File: src/rtl/uart_pkg.sv
// Shared definitions for the UART transmit core: FSM states, parity
// selector encodings and a constant-width helper.
package uart_pkg;

    typedef enum logic [2:0] {
        ST_IDLE,
        ST_START,
        ST_DATA,
        ST_PARITY,
        ST_STOP
    } tx_state_e;

    localparam int PAR_NONE = 0;
    localparam int PAR_ODD  = 1;
    localparam int PAR_EVEN = 2;

    // Number of bits needed to index 'value' entries (ceil(log2(value))).
    function automatic int clog2(input int value);
        int result;
        int rem;
        result = 0;
        rem    = value - 1;
        while (rem > 0) begin
            result = result + 1;
            rem    = rem >> 1;
        end
        return result;
    endfunction

endpackage

File: src/rtl/uart_tx_fifo.sv
// Transmit word FIFO. Pointers carry one extra wrap bit so that full and
// empty can be told apart without a separate occupancy register.
module uart_tx_fifo
    import uart_pkg::*;
#(
    parameter int WIDTH = 8,
    parameter int DEPTH = 4
) (
    input  logic             clk_i,
    input  logic             rst_i,
    input  logic             wr_en_i,
    input  logic [WIDTH-1:0] wr_data_i,
    input  logic             rd_en_i,
    output logic [WIDTH-1:0] rd_data_o,
    output logic             full_o,
    output logic             empty_o,
    output logic [clog2(DEPTH):0] count_o
);

    localparam int AW = clog2(DEPTH);

    logic [AW:0]      wr_ptr_q;
    logic [AW:0]      rd_ptr_q;
    logic [WIDTH-1:0] mem_q [DEPTH];
    logic             push;
    logic             pop;

    assign full_o  = (wr_ptr_q[AW] != rd_ptr_q[AW]) &&
                     (wr_ptr_q[AW-1:0] == rd_ptr_q[AW-1:0]);
    assign empty_o = (wr_ptr_q == rd_ptr_q);
    assign count_o = wr_ptr_q - rd_ptr_q;

    // Writes into a full FIFO and reads from an empty one are ignored.
    assign push = wr_en_i && !full_o;
    assign pop  = rd_en_i && !empty_o;

    assign rd_data_o = mem_q[rd_ptr_q[AW-1:0]];

    // Pointer registers; reset flushes the FIFO by equalising them.
    always_ff @(posedge clk_i or posedge rst_i) begin
        if (rst_i) begin
            wr_ptr_q <= '0;
            rd_ptr_q <= '0;
        end else begin
            if (push) wr_ptr_q <= wr_ptr_q + 1'b1;
            if (pop)  rd_ptr_q <= rd_ptr_q + 1'b1;
        end
    end

    // Storage array; contents are don't-care until written.
    always_ff @(posedge clk_i) begin
        if (push) mem_q[wr_ptr_q[AW-1:0]] <= wr_data_i;
    end

endmodule

File: src/rtl/uart_tx_core.sv
// UART transmitter: FIFO-buffered words are serialised as
// start / data (LSB first) / optional parity / stop bits, DIV clocks each.
// The line and done outputs are registered copies of the FSM's view, so they
// trail the state register by exactly one clock.
module uart_tx_core
    import uart_pkg::*;
#(
    parameter int CLK_FREQ   = 50_000_000,
    parameter int BAUD       = 115200,
    parameter int DATA_BITS  = 8,
    parameter int PARITY     = 0,
    parameter int STOP_BITS  = 1,
    parameter int FIFO_DEPTH = 4
) (
    input  logic                       sclk,
    input  logic                       RST,
    input  logic [DATA_BITS-1:0]       TX_Data,
    input  logic                       TX_En_Sig,
    output logic                       TX_Ready,
    output logic                       TX_Busy,
    output logic                       TX_Done_Sig,
    output logic [clog2(FIFO_DEPTH):0] FIFO_Count,
    output logic                       TX_Pin_Out
);

    localparam int DIV = CLK_FREQ / BAUD;
    localparam int BW  = clog2(DIV);
    localparam int IW  = clog2(DATA_BITS);
    localparam logic [BW-1:0] DIV_LAST = BW'(DIV - 1);
    localparam logic [IW-1:0] BIT_LAST = IW'(DATA_BITS - 1);

    tx_state_e            state_q, state_d;
    logic [BW-1:0]        baud_q, baud_d;
    logic [IW-1:0]        bit_q, bit_d;
    logic                 stop_q, stop_d;
    logic [DATA_BITS-1:0] shift_q, shift_d;
    logic                 par_q, par_d;
    logic                 pin_q, pin_d;
    logic                 done_q, done_d;

    logic                 fifo_full;
    logic                 fifo_empty;
    logic [DATA_BITS-1:0] fifo_rd_data;
    logic                 pop;
    logic                 bit_end;
    logic                 stop_last;
    logic                 frame_end;

    // Parity bit that accompanies a word for the configured mode.
    function automatic logic parity_bit(input logic [DATA_BITS-1:0] d);
        if (PARITY == PAR_ODD)  return ~^d;
        if (PARITY == PAR_EVEN) return ^d;
        return 1'b0;
    endfunction

    uart_tx_fifo #(
        .WIDTH (DATA_BITS),
        .DEPTH (FIFO_DEPTH)
    ) u_fifo (
        .clk_i     (sclk),
        .rst_i     (RST),
        .wr_en_i   (TX_En_Sig),
        .wr_data_i (TX_Data),
        .rd_en_i   (pop),
        .rd_data_o (fifo_rd_data),
        .full_o    (fifo_full),
        .empty_o   (fifo_empty),
        .count_o   (FIFO_Count)
    );

    assign bit_end   = (baud_q == DIV_LAST);
    assign stop_last = (STOP_BITS == 1) || stop_q;
    assign frame_end = (state_q == ST_STOP) && bit_end && stop_last;

    // Next-state logic: sequencing, FIFO pop and shifter load/shift.
    always_comb begin
        state_d = state_q;
        bit_d   = bit_q;
        stop_d  = stop_q;
        shift_d = shift_q;
        par_d   = par_q;
        pop     = 1'b0;
        // The counter idles at zero and restarts on every bit boundary, so a
        // new frame never inherits phase from the previous one.
        baud_d  = (state_q == ST_IDLE || bit_end) ? '0 : baud_q + 1'b1;

        case (state_q)
            ST_IDLE: begin
                if (!fifo_empty) begin
                    pop     = 1'b1;
                    state_d = ST_START;
                end
            end
            ST_START: begin
                if (bit_end) begin
                    state_d = ST_DATA;
                    bit_d   = '0;
                end
            end
            ST_DATA: begin
                if (bit_end) begin
                    shift_d = shift_q >> 1;
                    if (bit_q == BIT_LAST) begin
                        state_d = (PARITY != PAR_NONE) ? ST_PARITY : ST_STOP;
                        stop_d  = 1'b0;
                    end else begin
                        bit_d = bit_q + 1'b1;
                    end
                end
            end
            ST_PARITY: begin
                if (bit_end) begin
                    state_d = ST_STOP;
                    stop_d  = 1'b0;
                end
            end
            ST_STOP: begin
                if (bit_end) begin
                    if (stop_last) begin
                        // Chain straight into the next start bit when work is queued.
                        if (!fifo_empty) begin
                            pop     = 1'b1;
                            state_d = ST_START;
                        end else begin
                            state_d = ST_IDLE;
                        end
                    end else begin
                        stop_d = 1'b1;
                    end
                end
            end
            default: state_d = ST_IDLE;
        endcase

        if (pop) begin
            shift_d = fifo_rd_data;
            par_d   = parity_bit(fifo_rd_data);
        end
    end

    // Line level for the bit the FSM is currently timing.
    always_comb begin
        pin_d = 1'b1;
        case (state_q)
            ST_START:  pin_d = 1'b0;
            ST_DATA:   pin_d = shift_q[0];
            ST_PARITY: pin_d = par_q;
            default:   pin_d = 1'b1;
        endcase
        done_d = frame_end;
    end

    // Control and output registers; reset aborts any frame and idles the line.
    always_ff @(posedge sclk or posedge RST) begin
        if (RST) begin
            state_q <= ST_IDLE;
            baud_q  <= '0;
            bit_q   <= '0;
            stop_q  <= 1'b0;
            pin_q   <= 1'b1;
            done_q  <= 1'b0;
        end else begin
            state_q <= state_d;
            baud_q  <= baud_d;
            bit_q   <= bit_d;
            stop_q  <= stop_d;
            pin_q   <= pin_d;
            done_q  <= done_d;
        end
    end

    // Data path registers; only meaningful after a pop loads them.
    always_ff @(posedge sclk) begin
        shift_q <= shift_d;
        par_q   <= par_d;
    end

    assign TX_Pin_Out  = pin_q;
    assign TX_Done_Sig = done_q;
    assign TX_Ready    = !fifo_full;
    // done_q covers the final stop cycle still on the line after the FSM idles.
    assign TX_Busy     = (state_q != ST_IDLE) || !fifo_empty || done_q;

endmodule

File: config.mk
export PLATFORM = sky130hd
export DESIGN_NAME = uart_tx_core
export DESIGN_NICKNAME = d
export VERILOG_FILES = /design/src/rtl/uart_pkg.sv /design/src/rtl/uart_tx_fifo.sv /design/src/rtl/uart_tx_core.sv
export SDC_FILE = /design/constraint.sdc
export NUM_CORES = 1
export LEC_CHECK = 0
export ABC_AREA = 0
export CAP_MARGIN = 20
export CORE_MARGIN = 1
export CORE_UTILIZATION = 30
export CTS_CLUSTER_DIAMETER = 100
export DETAILED_ROUTE_END_ITERATION = 6
export DONT_BUFFER_PORTS = 1
export REMOVE_ABC_BUFFERS = 1
export SLEW_MARGIN = 10
export SYNTH_ARGS = -nofsm -noshare
export SYNTH_HDL_FRONTEND = slang
export SYNTH_SLANG_ARGS = --single-unit
File: constraint.sdc
create_clock -name sclk -period 3.6 [get_ports sclk]
set_input_delay 0.36 -clock sclk [delete_from_list [all_inputs] [get_ports sclk]]
set_output_delay 0.36 -clock sclk [all_outputs]
set_load 0.01 [all_outputs]
==> results.json <==
{
  "status": "complete, no violations",
  "switchingPower_uw": 482,
  "timing.final.crit_period_ps": 2480,
  "drcViolationCount": 0,
  "nNetsFinal": 216,
  "grt_max_degree": 24,
  "setup_tns_ps": 0,
  "p_leak_uw": 0.00119,
  "critPathKind": "flop to flop",
  "antenna_found_initial": 0,
  "synth.area.top_cells": "edfxtp_1 43%, dfrtp_1 20%, mux4_2 6.4%",
  "first_pass_iters": 6,
  "synth_area_um2": 2820,
  "clkPwrFrac": 0.346,
  "insertion_delay_ps": 340,
  "viasPerCell": 4.59,
  "p_seq_frac": 0.513,
  "swShare": 0.275,
  "cts_tree": "built",
  "area_growth_pct": 10.8,
  "synth-simple-area-share": 0.0799,
  "reg2reg_to": "shift_q[4]",
  "relSlewSlack": 0.407,
  "fmax_mhz": 403,
  "yosys.area_share.xor_xnor": 0.0461,
  "fin_util": 0.341,
  "synth_top_family_by_area": "multiplexers",
  "synth_compound_area_frac": 0.0337,
  "initial_core_util": 0.308,
  "die_height_um": 99.0,
  "syn_area_per_cell_um2": 15.1,
  "dpl.hpwl_um": 3090,
  "synth_flop_cell": "edfxtp_1",
  "worst_slew_pin_slew_ps": 889,
  "grt_pass1_vias": 1446,
  "gp_routability_congestion": 0.734,
  "worst-endpoint-arrival_ps": 2440,
  "endpoint": "shift_q[4]",
  "critPathRequiredTime_ps": 3560,
  "max_cap_violations": 0,
  "cts_sinks": 63,
  "core_um2": 9150,
  "clk_path_buf_depth": 2,
  "drtIter0Drc": 105,
  "vias": 1417,
  "drive_above_1_share": 0.202,
  "numCtsBuffers": 9,
  "ys_types": 39,
  "numPortBuffers": 0,
  "grt_use_total": 0.107,
  "synthAdderAreaFrac": 0.0559,
  "root_buffer": "clkbuf_8",
  "synth_edf_count": 40,
  "ctsHoldBuffers": 0,
  "ios": 18,
  "power_density_nw_per_um2": 562,
  "synth-async-reset-ratio": 0.365,
  "placed_cell_area_um2": 2920,
  "slew_viol_final": 0,
  "diodes": 0,
  "dp.cells": 292,
  "routed_wl_um": 4590,
  "synth_top_cell_by_area": "edfxtp_1",
  "synth_warnings": 0,
  "intPower_uw": 1270,
  "r2r_cells": 6,
  "p_comb_frac": 0.141,
  "synth.top_cell.area_share": 0.426,
  "ant_nets": 0,
  "finalHoldViolations": 0,
  "worstReg2RegStart": "u_fifo.rd_ptr_q[1]",
  "grt_pass1_wl_um": 7630,
  "h-tree-depth": 3,
  "startpoint": "u_fifo.rd_ptr_q[1]",
  "hp-class": "input port to async pin",
  "ys_seq_elements": 63,
  "ir_worst_vdd_mv": 0.352,
  "clk_pin_slew_worst_paths_ps": 70,
  "synth_seq_area_share": 0.630,
  "stdcell_area_um2": 3120,
  "cp_max_fo": 12,
  "crit_path_start_kind": "flop",
  "wl_per_cell_um": 14.8,
  "timing.final.crit_share": 0.689,
  "cts_resized": 0,
  "rows": 35,
  "setup_viol": 0,
  "dieArea_um2": 9790,
  "clock_skew_ps": 10.7,
  "end_kind": "flop",
  "synth.area.mux_share": 0.121,
  "reg2reg_slack_ps": 1120,
  "die_x_um": 99.0,
  "post-cts-setup-buffers": 0,
  "grt-ovfl-total": 0,
  "synth_cells": 187,
  "rsz0062_at_grt": "no",
  "layout.cells.non_filler": 309
}
## layout make-up
| cell class | count | area, um^2 |
|---|---|---|
| Fill cell | 862 | 6030 |
| Tap cell | 111 | 139 |
| Clock inverter | 7 | 72.6 |
| Clock buffer | 9 | 124 |
| Inverter | 13 | 48.8 |
| Multi-Input combinational cell | 104 | 950 |
| Sequential cell | 63 | 1780 |
| Timing Repair Buffer | 2 | 12.5 |
## worst max-delay path: stages (launching register included)
cell and delay [ps]:
dfrtp_1 680, inv_1 100, ha_1 340, nand2_1 140
o21a_1 150, nor2_1 50, o22ai_1 640
## cells by family (layout without fill, tap and decap cells)
logic type,Yosys count,in the layout
DFF,63,63
and+or+nand+nor,44,44
muxes,20,20
buffers and inverters,20,31
AOI/OAI and AO/OA,14,14
xor gates and xnor gates,14,14
adders and majority gates,12,12
## layer usage
| metal | share of wire | up-vias | GRT usage |
|---|---|---|---|
| met2 | 0.44 | 24 | 0.146 |
| met1 | 0.49 | 693 | 0.145 |
| met5 | 0 | - | 0 |
| met4 | 0.026 | 0 | 0.0586 |
| met3 | 0.047 | 10 | 0.0404 |
| li1 | - | 690 | - |
## how the worst min path moves through the flow
| stage | endpoint | slack, ps | cells after the start |
|---|---|---|---|
| floorplan | TX_Done_Sig | 360 | 1 |
| global placement | u_fifo.mem_q[0][5] | 460 | 0 |
| detailed placement | u_fifo.mem_q[1][4] | 460 | 0 |
| CTS | u_fifo.mem_q[1][5] | 100 | 0 |
| global route | u_fifo.mem_q[2][4] | 80 | 0 |
| finish | baud_q[8] | 90 | 1 |
## flip-flops by register name (all words and copies together) (netlist names)
signal	flops
TX_Done_Sig	1
baud_q	9
u_fifo.mem_q	32
bit_q	3
shift_q	8
state_q	3
u_fifo.wr_ptr_q	3
TX_Pin_Out	1
u_fifo.rd_ptr_q	3
## metrics by stage
step / hold WS [ps] / power [uW] / worst slack [ps]
floorplan: 361 / 1100 / 1450
global placement: 459 / 1170 / 1180
detailed placement: 459 / 1170 / 1050
CTS: 97.8 / 1780 / 1060
global route: 84.6 / 1850 / 938
finish: 93.2 / 1750 / 1120
## cells in the mapped netlist, types with 2 or more instances
cell / count
a21oi_1: 3
and2_1: 4
buf_2: 2
buf_6: 2
clkbuf_1: 3
dfrtp_1: 22
edfxtp_1: 40
ha_1: 11
inv_1: 13
mux2_4: 8
mux2i_1: 3
mux4_2: 8
nand2_1: 6
nand3_1: 5
nand4_1: 2
nor2_1: 17
nor3_1: 2
nor4_1: 2
o21a_1: 2
o21ai_0: 2
xnor2_1: 11
xor2_1: 2
## power groups by stage
stage               Sequential [uW]  Clock, uW  Combinational, uW
global route                    909        655                283
CTS                             901        618                257
global placement                913          0                252
floorplan                       904          0                194
finish                          900        607                248
detailed placement              916          0                255
## cell usage in the layout, fill, tap and decap left out, types with 2 or more instances in the layout
master and instances:
a21oi_1 3, and2_1 4, clkbuf_8 9, clkinv_4 2, dfrtp_1 22, edfxtp_1 40, ha_1 11, inv_1 13
mux2_4 8, mux2i_1 3, mux4_2 8, nand2_1 6, nand3_1 5, nand4_1 2, nor2_1 17, nor3_1 2
nor4_1 2, o21a_1 2, o21ai_0 2, xnor2_1 11, xor2_1 2
No activity file was read; power rests on OpenSTA's default activity.
